[config.mk]
export PLATFORM = sky130hd
export DESIGN_NAME = vmem_rect_fill
export DESIGN_NICKNAME = d
export VERILOG_FILES = /design/src/rtl/st7789_pkg.sv /design/src/rtl/vmem_rect_fill_norm_clip.sv /design/src/rtl/vmem_rect_fill.sv
export SDC_FILE = /design/constraint.sdc
export NUM_CORES = 1
export LEC_CHECK = 0
export CORE_MARGIN = 1
export CORE_UTILIZATION = 55
export CTS_CLUSTER_DIAMETER = 40
export DETAILED_ROUTE_END_ITERATION = 8
export DONT_BUFFER_PORTS = 1
export GPL_TIMING_DRIVEN = 0
export HOLD_SLACK_MARGIN = 0.03
export PLACE_DENSITY = 0.7
export SETUP_SLACK_MARGIN = 0.1
export SYNTH_ARGS = -nofsm -noshare
export SYNTH_HDL_FRONTEND = slang
export SYNTH_SLANG_ARGS = --single-unit
[constraint.sdc]
create_clock -name w_clk -period 3.05 [get_ports w_clk]
set_input_delay 0.305 -clock w_clk [delete_from_list [all_inputs] [get_ports w_clk]]
set_output_delay 0.305 -clock w_clk [all_outputs]
set_load 0.05 [all_outputs]
[src/rtl/st7789_pkg.sv]
// ---------------------------------------------------------------------------
// st7789_pkg
// Shared definitions for the 240x240 ST7789 display path. Used by the
// rectangle-fill drawing stage and by the display refresh stage.
//   DISP_W / DISP_H : visible panel size in pixels
//   ADDR_W          : vmem address width, address = {y[7:0], x[7:0]}
//   rgb565_t        : 16-bit RGB565 pixel
//   state_e         : drawing-stage state (IDLE / FILL)
//   rect_t          : normalised, clipped rectangle bounds
// ---------------------------------------------------------------------------
package st7789_pkg;

    localparam int DISP_W = 240;
    localparam int DISP_H = 240;
    localparam int ADDR_W = 16;

    typedef logic [15:0] rgb565_t;

    typedef enum logic {
        IDLE = 1'b0,
        FILL = 1'b1
    } state_e;

    typedef struct packed {
        logic [7:0] xs;
        logic [7:0] xe;
        logic [7:0] ys;
        logic [7:0] ye;
    } rect_t;

    // Unsigned 8-bit min / max used when normalising rectangle corners.
    function automatic logic [7:0] min8(input logic [7:0] a, input logic [7:0] b);
        return (a < b) ? a : b;
    endfunction

    function automatic logic [7:0] max8(input logic [7:0] a, input logic [7:0] b);
        return (a < b) ? b : a;
    endfunction

endpackage : st7789_pkg

[src/rtl/vmem_rect_fill_norm_clip.sv]
// ---------------------------------------------------------------------------
// vmem_rect_fill_norm_clip
// Combinational corner normalisation, clipping and reject detection for a
// rectangle-fill command.
//   x0_i, y0_i, x1_i, y1_i : raw corners (any order)
//   rect_o                 : xs<=xe, ys<=ye, end coordinates clipped to W-1/H-1
//   reject_o               : start coordinate lies entirely off-screen
// ---------------------------------------------------------------------------
module vmem_rect_fill_norm_clip
    import st7789_pkg::*;
#(
    parameter int W = DISP_W,
    parameter int H = DISP_H
) (
    input  logic [7:0] x0_i,
    input  logic [7:0] y0_i,
    input  logic [7:0] x1_i,
    input  logic [7:0] y1_i,
    output rect_t      rect_o,
    output logic       reject_o
);

    localparam logic [7:0] X_MAX = 8'(W - 1);
    localparam logic [7:0] Y_MAX = 8'(H - 1);

    logic [7:0] xe_raw;
    logic [7:0] ye_raw;

    always_comb begin
        rect_o    = '0;
        xe_raw    = max8(x0_i, x1_i);
        ye_raw    = max8(y0_i, y1_i);
        rect_o.xs = min8(x0_i, x1_i);
        rect_o.ys = min8(y0_i, y1_i);
        rect_o.xe = (xe_raw > X_MAX) ? X_MAX : xe_raw;
        rect_o.ye = (ye_raw > Y_MAX) ? Y_MAX : ye_raw;
        // If the start is off-screen the clipped end would precede it, so
        // such a command has no visible pixels at all.
        reject_o  = (rect_o.xs > X_MAX) || (rect_o.ys > Y_MAX);
    end

endmodule : vmem_rect_fill_norm_clip

[src/rtl/vmem_rect_fill.sv]
// ---------------------------------------------------------------------------
// vmem_rect_fill
// Rectangle-fill drawing stage. Accepts a fill command over valid/ready and
// writes the rectangle into video memory in raster order, one pixel per
// clock.
//   w_clk, w_rst_n          : clock, asynchronous active-low reset
//   w_cmd_valid/w_cmd_ready : command handshake (ready == idle)
//   w_x0..w_y1, w_color     : corners (any order) and RGB565 fill colour
//   w_abort                 : stop an in-progress fill (ignored when idle)
//   w_st_wadr/we/wdata      : vmem write port, address {y, x}
//   w_busy                  : fill in progress
//   w_done                  : one-cycle pulse after the last write
//   w_err                   : one-cycle pulse for a rejected command
// ---------------------------------------------------------------------------
module vmem_rect_fill
    import st7789_pkg::*;
#(
    parameter int W = DISP_W,
    parameter int H = DISP_H
) (
    input  logic              w_clk,
    input  logic              w_rst_n,
    input  logic              w_cmd_valid,
    output logic              w_cmd_ready,
    input  logic [7:0]        w_x0,
    input  logic [7:0]        w_y0,
    input  logic [7:0]        w_x1,
    input  logic [7:0]        w_y1,
    input  logic [15:0]       w_color,
    input  logic              w_abort,
    output logic [ADDR_W-1:0] w_st_wadr,
    output logic              w_st_we,
    output logic [15:0]       w_st_wdata,
    output logic              w_busy,
    output logic              w_done,
    output logic              w_err
);

    rect_t   cmd_rect;
    logic    cmd_reject;

    state_e  state_q;
    logic [7:0] x_q;        // current pixel x, also the presented address
    logic [7:0] y_q;        // current pixel y
    logic [7:0] xs_q;       // row restart column
    logic [7:0] xe_q;       // last column
    logic [7:0] ye_q;       // last row
    rgb565_t color_q;
    logic    we_q;
    logic    done_q;
    logic    err_q;

    logic    accept;
    logic    last_px;

    vmem_rect_fill_norm_clip #(
        .W (W),
        .H (H)
    ) u_norm_clip (
        .x0_i     (w_x0),
        .y0_i     (w_y0),
        .x1_i     (w_x1),
        .y1_i     (w_y1),
        .rect_o   (cmd_rect),
        .reject_o (cmd_reject)
    );

    assign accept  = (state_q == IDLE) && w_cmd_valid;
    // The write currently on the port is the final {ye, xe} pixel.
    assign last_px = (x_q == xe_q) && (y_q == ye_q);

    always_ff @(posedge w_clk or negedge w_rst_n) begin
        if (!w_rst_n) begin
            state_q <= IDLE;
            x_q     <= '0;
            y_q     <= '0;
            xs_q    <= '0;
            xe_q    <= '0;
            ye_q    <= '0;
            color_q <= '0;
            we_q    <= 1'b0;
            done_q  <= 1'b0;
            err_q   <= 1'b0;
        end else begin
            done_q <= 1'b0;
            err_q  <= 1'b0;
            case (state_q)
                IDLE: begin
                    we_q <= 1'b0;
                    // Abort has no meaning here, even alongside an accept.
                    if (accept) begin
                        if (cmd_reject) begin
                            err_q <= 1'b1;
                        end else begin
                            state_q <= FILL;
                            we_q    <= 1'b1;
                            x_q     <= cmd_rect.xs;
                            y_q     <= cmd_rect.ys;
                            xs_q    <= cmd_rect.xs;
                            xe_q    <= cmd_rect.xe;
                            ye_q    <= cmd_rect.ye;
                            color_q <= w_color;
                        end
                    end
                end
                FILL: begin
                    if (w_abort) begin
                        // The write presented this cycle stands; nothing after.
                        state_q <= IDLE;
                        we_q    <= 1'b0;
                    end else if (last_px) begin
                        state_q <= IDLE;
                        we_q    <= 1'b0;
                        done_q  <= 1'b1;
                    end else if (x_q == xe_q) begin
                        // Equality wrap keeps 8-bit counters safe at 239/255.
                        x_q <= xs_q;
                        y_q <= y_q + 8'd1;
                    end else begin
                        x_q <= x_q + 8'd1;
                    end
                end
                default: begin
                    state_q <= IDLE;
                    we_q    <= 1'b0;
                end
            endcase
        end
    end

    assign w_cmd_ready = (state_q == IDLE);
    assign w_busy      = (state_q == FILL);
    assign w_st_we     = we_q;
    assign w_st_wadr   = {y_q, x_q};
    assign w_st_wdata  = color_q;
    assign w_done      = done_q;
    assign w_err       = err_q;

endmodule : vmem_rect_fill

* Word level (Yosys, flattened, before mapping) *
Cells that the tools add are included.

word-level totals
  bits in registers = 60
  input port bits = 52
  output and inout bits = 37

operators by class
  $lt $le $gt $ge = 6
  add/sub/neg operators = 2
  mux-type cells = 32
  reductions and logical operators = 6
  equality and inequality tests = 8
  bitwise operators = 2

operators with widths
  kind                                                                     count
  8-bit 2-to-1 mux                                                         16
  8-bit > comparator, second input constant                                4
  8-bit one-hot mux with 2 select lines                                    2
  8-bit by 1-bit adder with 8-bit output, second input constant            2
  8-bit equality test                                                      2
  8-bit less-than comparator                                               2
  1-bit 2-to-1 mux                                                         12
  2-bit inequality test, second input constant                             3
  5-bit AND reduction                                                      1
  2-bit by 1-bit inequality test with 1-bit output, second input constant  2
  1-bit one-hot mux with 2 select lines                                    2
  4-bit AND reduction                                                      1
  3-bit by 2-bit inequality test with 1-bit output, second input constant  1
  3-bit AND reduction                                                      1
  1-bit logical AND                                                        2
  1-bit NOT                                                                2
  1-bit logical OR                                                         1

* Logic depth before layout (Yosys ltp) *
Gate-level depths: netlist of the first run.

  word-level depth = 7
  depth in mapped cells = 12
  depth with buffers taken out = 9

* Cells and area by module *
From an unflattened synthesis of the first run, not the netlist that was laid out.

unflattened totals
  cells, all modules = 478
  area total of the unflattened synthesis = 3911.3 um2

by module, submodules not included
  module                    area each (um2)  instances  cells an instance
  vmem_rect_fill            3024.2           1          350
  vmem_rect_fill_norm_clip  887.1            1          128

* Worst setup path after synthesis of the first run *
Ideal clock, no wire load.

  path type = input-to-reg
  start point = input w_y1[6]
  end point = register x_q[1]
  path buffers = 2
  stages = 11
  setup slack = 0.332 ns
  data arrival time = 2.593 ns
  cells stage by stage = inv_1 ha_1 a21o_1 a21oi_1 o22ai_1 or3_1 or4_1 buf_2 and2_4 buf_6 mux2_4

between the ends
  cells in the longest elaborated chain, start to end = 6

RTL lines
  what                                        line                            source
  start, declared                             vmem_rect_fill.sv:28            input logic [7:0] w_y1,
  8-bit less-than comparator                  st7789_pkg.sv:33                return (a < b) ? a : b;
  8-bit 2-to-1 mux (*)                        st7789_pkg.sv:33
  8-bit > comparator (*)                      vmem_rect_fill_norm_clip.sv:39  reject_o = (rect_o.xs > X_MAX) || (rect_o.ys > Y_MAX);
  1-bit logical OR (*)                        vmem_rect_fill_norm_clip.sv:39
  2-bit inequality test (no source line) (*)  -
  4-bit AND reduction (no source line) (*)    -
  end signal, assigned                        vmem_rect_fill.sv:97            x_q <= cmd_rect.xs;
  end signal, assigned                        vmem_rect_fill.sv:117           x_q <= xs_q;
  end signal, assigned                        vmem_rect_fill.sv:120           x_q <= x_q + 8'd1;
  end, declared                               vmem_rect_fill.sv:43            logic [7:0] x_q;

Every way passes the cells marked *; elsewhere a longest branch is shown, timed or not.
A chain may end at the register's enable or synchronous reset.

* Final worst setup path of the first run *
  start point = register x_q[3]
  end point = register y_q[6]

between the ends
  cells in the longest elaborated chain, start to end = 4

RTL lines
  what                                      line                                         source
  8-bit equality test (*)                   vmem_rect_fill.sv:70, vmem_rect_fill.sv:115
  1-bit logical AND                         vmem_rect_fill.sv:70                         assign last_px = (x_q == xe_q) && (y_q == ye_q);
  2-bit inequality test (no source line)    -
  5-bit AND reduction (no source line) (*)  -
  end signal, assigned                      vmem_rect_fill.sv:98                         y_q <= cmd_rect.ys;
  end signal, assigned                      vmem_rect_fill.sv:118                        y_q <= y_q + 8'd1;
  end, declared                             vmem_rect_fill.sv:44                         logic [7:0] y_q;

Marked as above.

==> out/results.txt, run 1 <==
status: finished with violations
failing checks: design-rule violations
vias: 2901
Inst Count DP: 462
top cell type's share of synthesized area: 40.4%
vias in the first global route: 2780
sw frac: 46.2%
Die Width: 84.2 um
final setup fails: 0
Met2 Wirelength: 3890 um
clock sinks: 60
share of cells above drive strength 1: 17.9%
cell taking the most area after synthesis: dfrtp_1
DIE HEIGHT: 84.2 um
clock transition at the registers of the reported paths: 70 ps
CTS Root Cell: clkbuf_8
final worst setup slack: 360 ps
Min-Delay Path Class: input pin to register
final hold viol count: 0
Mapped Area: 0.00372 mm2
Setup Skew: 10.6 ps
syn_nets: 453
postcts setup bufs: 0
Leakage: 1.87 nW
CP endpoint kind: register
largest net degree at the start of global routing: 61
number of distinct library cells after synthesis: 44
uppermost routed layer: met4
GRT Total Usage: 25.7%
WL final: 8530 um
first-pass GRT wire length: 14000 um
Wirelength per Cell: 17.7 um
Async S/R FF share, synth: 100%
combinational power share: 27.0%
Ys Warns: 0
worst-case clock buffer depth: 2
Routed Antenna Nets: 0
Clock Power Share: 19.3%
Core ar.: 0.00642 mm2
post-synthesis sequential area ratio: 40.4%
CTS Buf Count: 9
Final Cycle Share: 88.2%
fin cells: 481
worst-margin pin slew: 1130 ps
setup TNS: 0 ps
Detailed Place HPWL: 6500 um
IR drop worst, VDD: 331 uV
P_sw: 1.74 mW
Mapped Cells: 385
Slew Limit Headroom: 24.8%
total global routing overflow: 0
dpl ws: 51.1 ps
Synth area leaders: dfrtp_1 (40%), mux2_2 (7.3%), ha_1 (5.4%)
Cell Rows: 29
shortest period the worst path allows: 2690 ps
area grow syn2layout: 9.59%
DRT met1 WL: 3960 um
Post-synth EDFFs: 0
# DRC: 16
Max Slew Vio Count: 0
P per Cell Area: 926 mW/mm2
internal power: 2.03 mW
CP arrival: 2860 ps
first drt pass iteration count: 7
Worst EP required: 3220 ps
#FFs+latches synth: 60
Buffers on Ports: 0
Seq pwr share: 53.6%
initial antenna violation count: 1
H-Tree Depth: 3
DR vias/cell: 6.03
maxcap violations: 0
met3 wire len: 587 um
ys flop type: dfrtp_1
clock tree from TritonCTS: done
GPL Wtd Cong: 0.823
Initial Util: 57.9%
CP Class: register to register
Nets: 466
RSZ-0062 raised after global routing: false
clk_lat worst skew: 350 ps
syn avg cell area: 9.66 um2
crit path max fanout: 8
initial DRC count: 189
Max Freq: 372 MHz
I/O pin total: 89
CP startpoint kind: register
die footprint: 0.00709 mm2
-- cell usage after synthesis, types with 7 or more instances --
master	n
mux2_4	7
clkbuf_1	11
nand3_1	7
nand2_1	35
mux2i_1	16
dfrtp_1	60
inv_1	24
mux2_2	24
o21ai_0	30
a31oi_1	7
nor4_1	10
nor3_1	8
nor2_1	20
a21oi_1	19
xor2_1	20
ha_1	16
-- cell type report --
cell class | instances | area (um2)
multi-input cells | 282 | 2050
clock inverters | 4 | 47.5
clock buffers | 12 | 155
inverters | 25 | 93.8
plain buffers | 18 | 81.3
repair buffers | 2 | 37.5
fillers | 540 | 2350
well taps | 77 | 96.3
flip-flops and latches | 60 | 1510
diodes | 1 | 2.50
-- logic make-up after synthesis --
kind of cell    share of synthesized area [%]
buf+inv                                  4.68
fa+ha+maj                                5.39
flops                                    40.4
simple gates                             14.8
compound gates                           14.2
mux                                      14.4
xor+xnor                                 6.13
-- per-layer routing --
metal / vias up / global-route usage [%]
met5: - / 0
met4: 0 / 12.5
met3: 8 / 5.90
met2: 103 / 38.5
met1: 1391 / 35.3
li1: 1399 / -
-- state kept, by name, summed over array words and instances, names as in the netlist --
register	flops
w_busy	1
w_done	1
w_err	1
w_st_wdata	16
w_st_we	1
x_q	8
xe_q	8
xs_q	8
y_q	8
ye_q	8
-- power by group through the flow --
stage          clock (mW)  sequential, mW  combinational, mW
2_1_floorplan           0            1.93              0.846
3_3_place_gp            0            2.01              0.962
3_5_place_dp            0            2.03               1.00
4_1_cts             0.737            2.01               1.02
5_1_grt             0.769            2.07               1.14
6_report            0.730            2.02               1.02
-- cell usage in the layout (no fill, tap or decap), drive strengths merged, types with 5 or more instances in the layout --
master and n:
mux2 31, nand4 6, o21ai 30, nor4 10
xnor2 6, inv 24, a31oi 7, nand2 35
mux2i 16, o221ai 5, dfrtp 60, or3 5
nand3 7, a21oi 19, nor2 20, buf 8
xor2 20, nand2b 5, nor3 8, o31ai 6
ha 16, clkbuf 23
-- path summary, 6_finish.rpt --
path	from	end	slack (ps)	cells after the start
max	x_q[3]	y_q[6]	360	8
min	w_color[14]	w_st_wdata[14]	100	1
max reg2reg	x_q[3]	y_q[6]	360	8
min reg2reg	xs_q[3]	xs_q[3]	480	2
max in group asynchronous	w_rst_n	x_q[4]	2300	2
min in group asynchronous	w_rst_n	w_st_wdata[1]	490	2
-- per-stage QoR --
stage          power, mW  area [um2]  hold WS [ps]  utilization, %
2_1_floorplan       2.77        3720          9.41               -
3_3_place_gp        2.98        3810          10.5            59.4
3_5_place_dp        3.03        3810          10.6            59.4
4_1_cts             3.77        4060          98.5            63.2
5_1_grt             3.97        4070          98.4            63.4
6_report            3.77        4070           102            63.4
-- worst max-delay path, cell delays in order, from the launching register on --
cell      delay [ps]
dfrtp_2          550
xor2_1           190
nor4_1           290
nand2_1          180
or3b_2           460
buf_2            180
nor4_1           350
xnor2_1          170
o221ai_1         130
-- timing repair --
action                                  CTS  global route
gates cloned                              0             0
pin swaps                                 0             0
resized for setup                         3             8
endpoints found under the setup margin    1             5
hold buffers                              2             0
hold endpoints to repair                 60             0
Note: power is estimated with default switching activity, not from simulation.
==> run 2, diff against run 1 <==
--- a/config.mk
+++ b/config.mk
@@ -13,6 +13,7 @@
 export GPL_TIMING_DRIVEN = 0
 export HOLD_SLACK_MARGIN = 0.03
 export PLACE_DENSITY = 0.7
+export RECOVER_POWER = 50
 export SETUP_SLACK_MARGIN = 0.1
 export SYNTH_ARGS = -nofsm -noshare
 export SYNTH_HDL_FRONTEND = slang
==> run 2 against run 1 <==
Compared with the run above:
- the flow still finishes with violations (design-rule violations)
- non-clock buffer count unchanged
- fmax decreased by 1.7%
- final area decreased by 0.58%
- first-iteration DRC count unchanged
- clock power about the same
- clock skew about the same
- sequential share of layout area increased by 0.19 points
- hold slack about the same
- via count about the same
- largest cell class unchanged
==> out/results.txt, run 2 (synthesis gave the netlist of run 1 again) <==
GRT Total Usage: 25.7% (unchanged)
postcts setup bufs: 0 (unchanged)
final setup fails: 0 (unchanged)
Hold Crit Endpoint: w_st_wdata[14]
Detailed Place HPWL: 6500 um (unchanged)
RSZ-0062 raised after global routing: false
CP endpoint kind: register
Initial Util: 57.9% (unchanged)
vias: 2902 (+0.034%)
worst-case clock buffer depth: 2 (unchanged)
Max Slew Vio Count: 0 (unchanged)
clock tree from TritonCTS: done
DIE HEIGHT: 84.2 um (unchanged)
PnR Total Power: 3.77 mW (-0.14%)
die footprint: 0.00709 mm2 (unchanged)
hold_sp: w_color[14]
clock sinks: 60 (unchanged)
vias in the first global route: 2780 (unchanged)
Leakage: 1.86 nW (-0.40%)
sequential cell area: 0.00151 mm2 (about the same)
most frequent cells in the layout: dfrtp_1 (53), nand2_1 (35), o21ai_0 (30)
shortest period the worst path allows: 2740 ps (+47.7 ps)
Nets: 466 (unchanged)
worst r2r path cells: 8 (unchanged)
clock transition at the registers of the reported paths: 70 ps (about the same)
IR drop worst, VDD: 332 uV (+0.11%)
Buffers on Ports: 0 (unchanged)
setup TNS: 0 ps (unchanged)
failing checks: design-rule violations
max incr delay on CP: 770 ps (+220 ps)
H-Tree Depth: 3 (unchanged)
final hold viol count: 0 (unchanged)
commonest non-fill, non-tap cell in the layout: dfrtp_1
CP arrival: 2910 ps (+50 ps)
crit-path cells: xor2_1, nor4_1, nand2_1, or3b_2, buf_2, nor4_1, xnor2_1, o221ai_1
initial antenna violation count: 1 (unchanged)
initial DRC count: 189 (unchanged)
crit path max fanout: 8 (unchanged)
I/O pin total: 89 (unchanged)
Worst EP required: 3220 ps (about the same)
worst-margin pin slew: 1450 ps (+319 ps)
Setup Skew: 10.5 ps (-0.115 ps)
status: finished with violations
multi-input logic area: 0.00205 mm2 (unchanged)
Min-Delay Path Class: input pin to register
# DRC: 16 (unchanged)
maxcap violations: 0 (unchanged)
P per Cell Area: 930 mW/mm2 (+0.45%)
Max Freq: 365 MHz (-1.7%)
GPL Wtd Cong: 0.823 (unchanged)
FF-to-FF Start: x_q[4]
DR vias/cell: 6.03 (about the same)
max reg flops: 16 (unchanged)
Worst path slowest cell: dfrtp_1
total global routing overflow: 0 (unchanged)
Inst Count DP: 462 (unchanged)
clk_lat worst skew: 350 ps (about the same)
Die Width: 84.2 um (unchanged)
Worst R2R End: y_q[6]
CTS Root Cell: clkbuf_8
Fill cells: 544 (+0.74%)
CP startpoint kind: register
area grow syn2layout: 8.95%
largest net degree at the start of global routing: 61 (unchanged)
r2r setup slk: 310 ps (-50 ps)
Wirelength per Cell: 17.7 um (-0.11%)
Hold Crit Depth: 1 (unchanged)
CTS Buf Count: 9 (unchanged)
WL final: 8530 um (-0.11%)
first drt pass iteration count: 7 (unchanged)
Final Cycle Share: 89.8% (+1.6 points)
share of cells above drive strength 1: 17.6% (-0.25 points)
Core ar.: 0.00642 mm2 (unchanged)
CP Class: register to register
fin cells: 481 (unchanged)
Cell Rows: 29 (unchanged)
Routed Antenna Nets: 0 (unchanged)
most numerous cell on the critical path: nor4_1
Slew Limit Headroom: 3.55% (-21 points)
first-pass GRT wire length: 14000 um (unchanged)
Setup crit start: x_q[4]
[run 2: final cells by class]
| type | instances | area share, % |
|---|---|---|
| Tap cell | 77 | 2.38 |
| Buffer | 18 | 2.01 |
| Multi-Input combinational cell | 282 | 50.6 |
| Inverter | 25 | 2.32 |
| Sequential cell | 60 | 37.3 |
| Antenna cell | 1 | 0.0618 |
| Clock inverter | 4 | 1.17 |
| Clock buffer | 12 | 3.83 |
| Timing Repair Buffer | 2 | 0.371 |
[run 2: metrics by stage]
step                      cell area (um2)  hold WS [ps]  worst slack, ps  util (%)
after global placement               3810          10.5              103      59.4
final                                4050           102              312      63.1
after floorplan                      3720          9.41              332         -
after global routing                 4050          98.4              139      63.1
after CTS                            4060          98.5              109      63.2
after detailed placement             3810          10.6             51.1      59.4
[run 2: power breakdown]
group,total [mW],switching (mW),internal [mW]
clock,0.730,0.311,0.419
sequential,2.02,0.953,1.07
combinational,1.01,0.479,0.535
total,3.77,1.74,2.02
[run 2: worst max path at each step]
stage / to / slack, ps
2_1_floorplan: x_q[1] / 330
4_1_cts: y_q[1] / 110
3_3_place_gp: xs_q[3] / 100
3_5_place_dp: y_q[1] / 50
6_report: y_q[6] / 310
5_1_grt: y_q[6] / 140
[run 2: layer usage]
layer	GRT usage, %	wire [um]
met4	12.5	98
met5	0	0
met1	35.3	3960
met3	5.90	586
met2	38.5	3890
[run 2: critical path: cells and delay by family, from the launching register on]
kind	cells	cell delay, ps
compound gates	1	130
xor+xnor	2	300
simple gates	4	1180
buf+inv	1	180
flops	1	770
[run 2: what timing repair did]
action | CTS | global route
setup endpoints to repair | 1 | 5
hold buffers | 2 | 0
pin swaps | 0 | 0
endpoints found under the hold margin | 60 | 0
gates resized for setup | 3 | 8
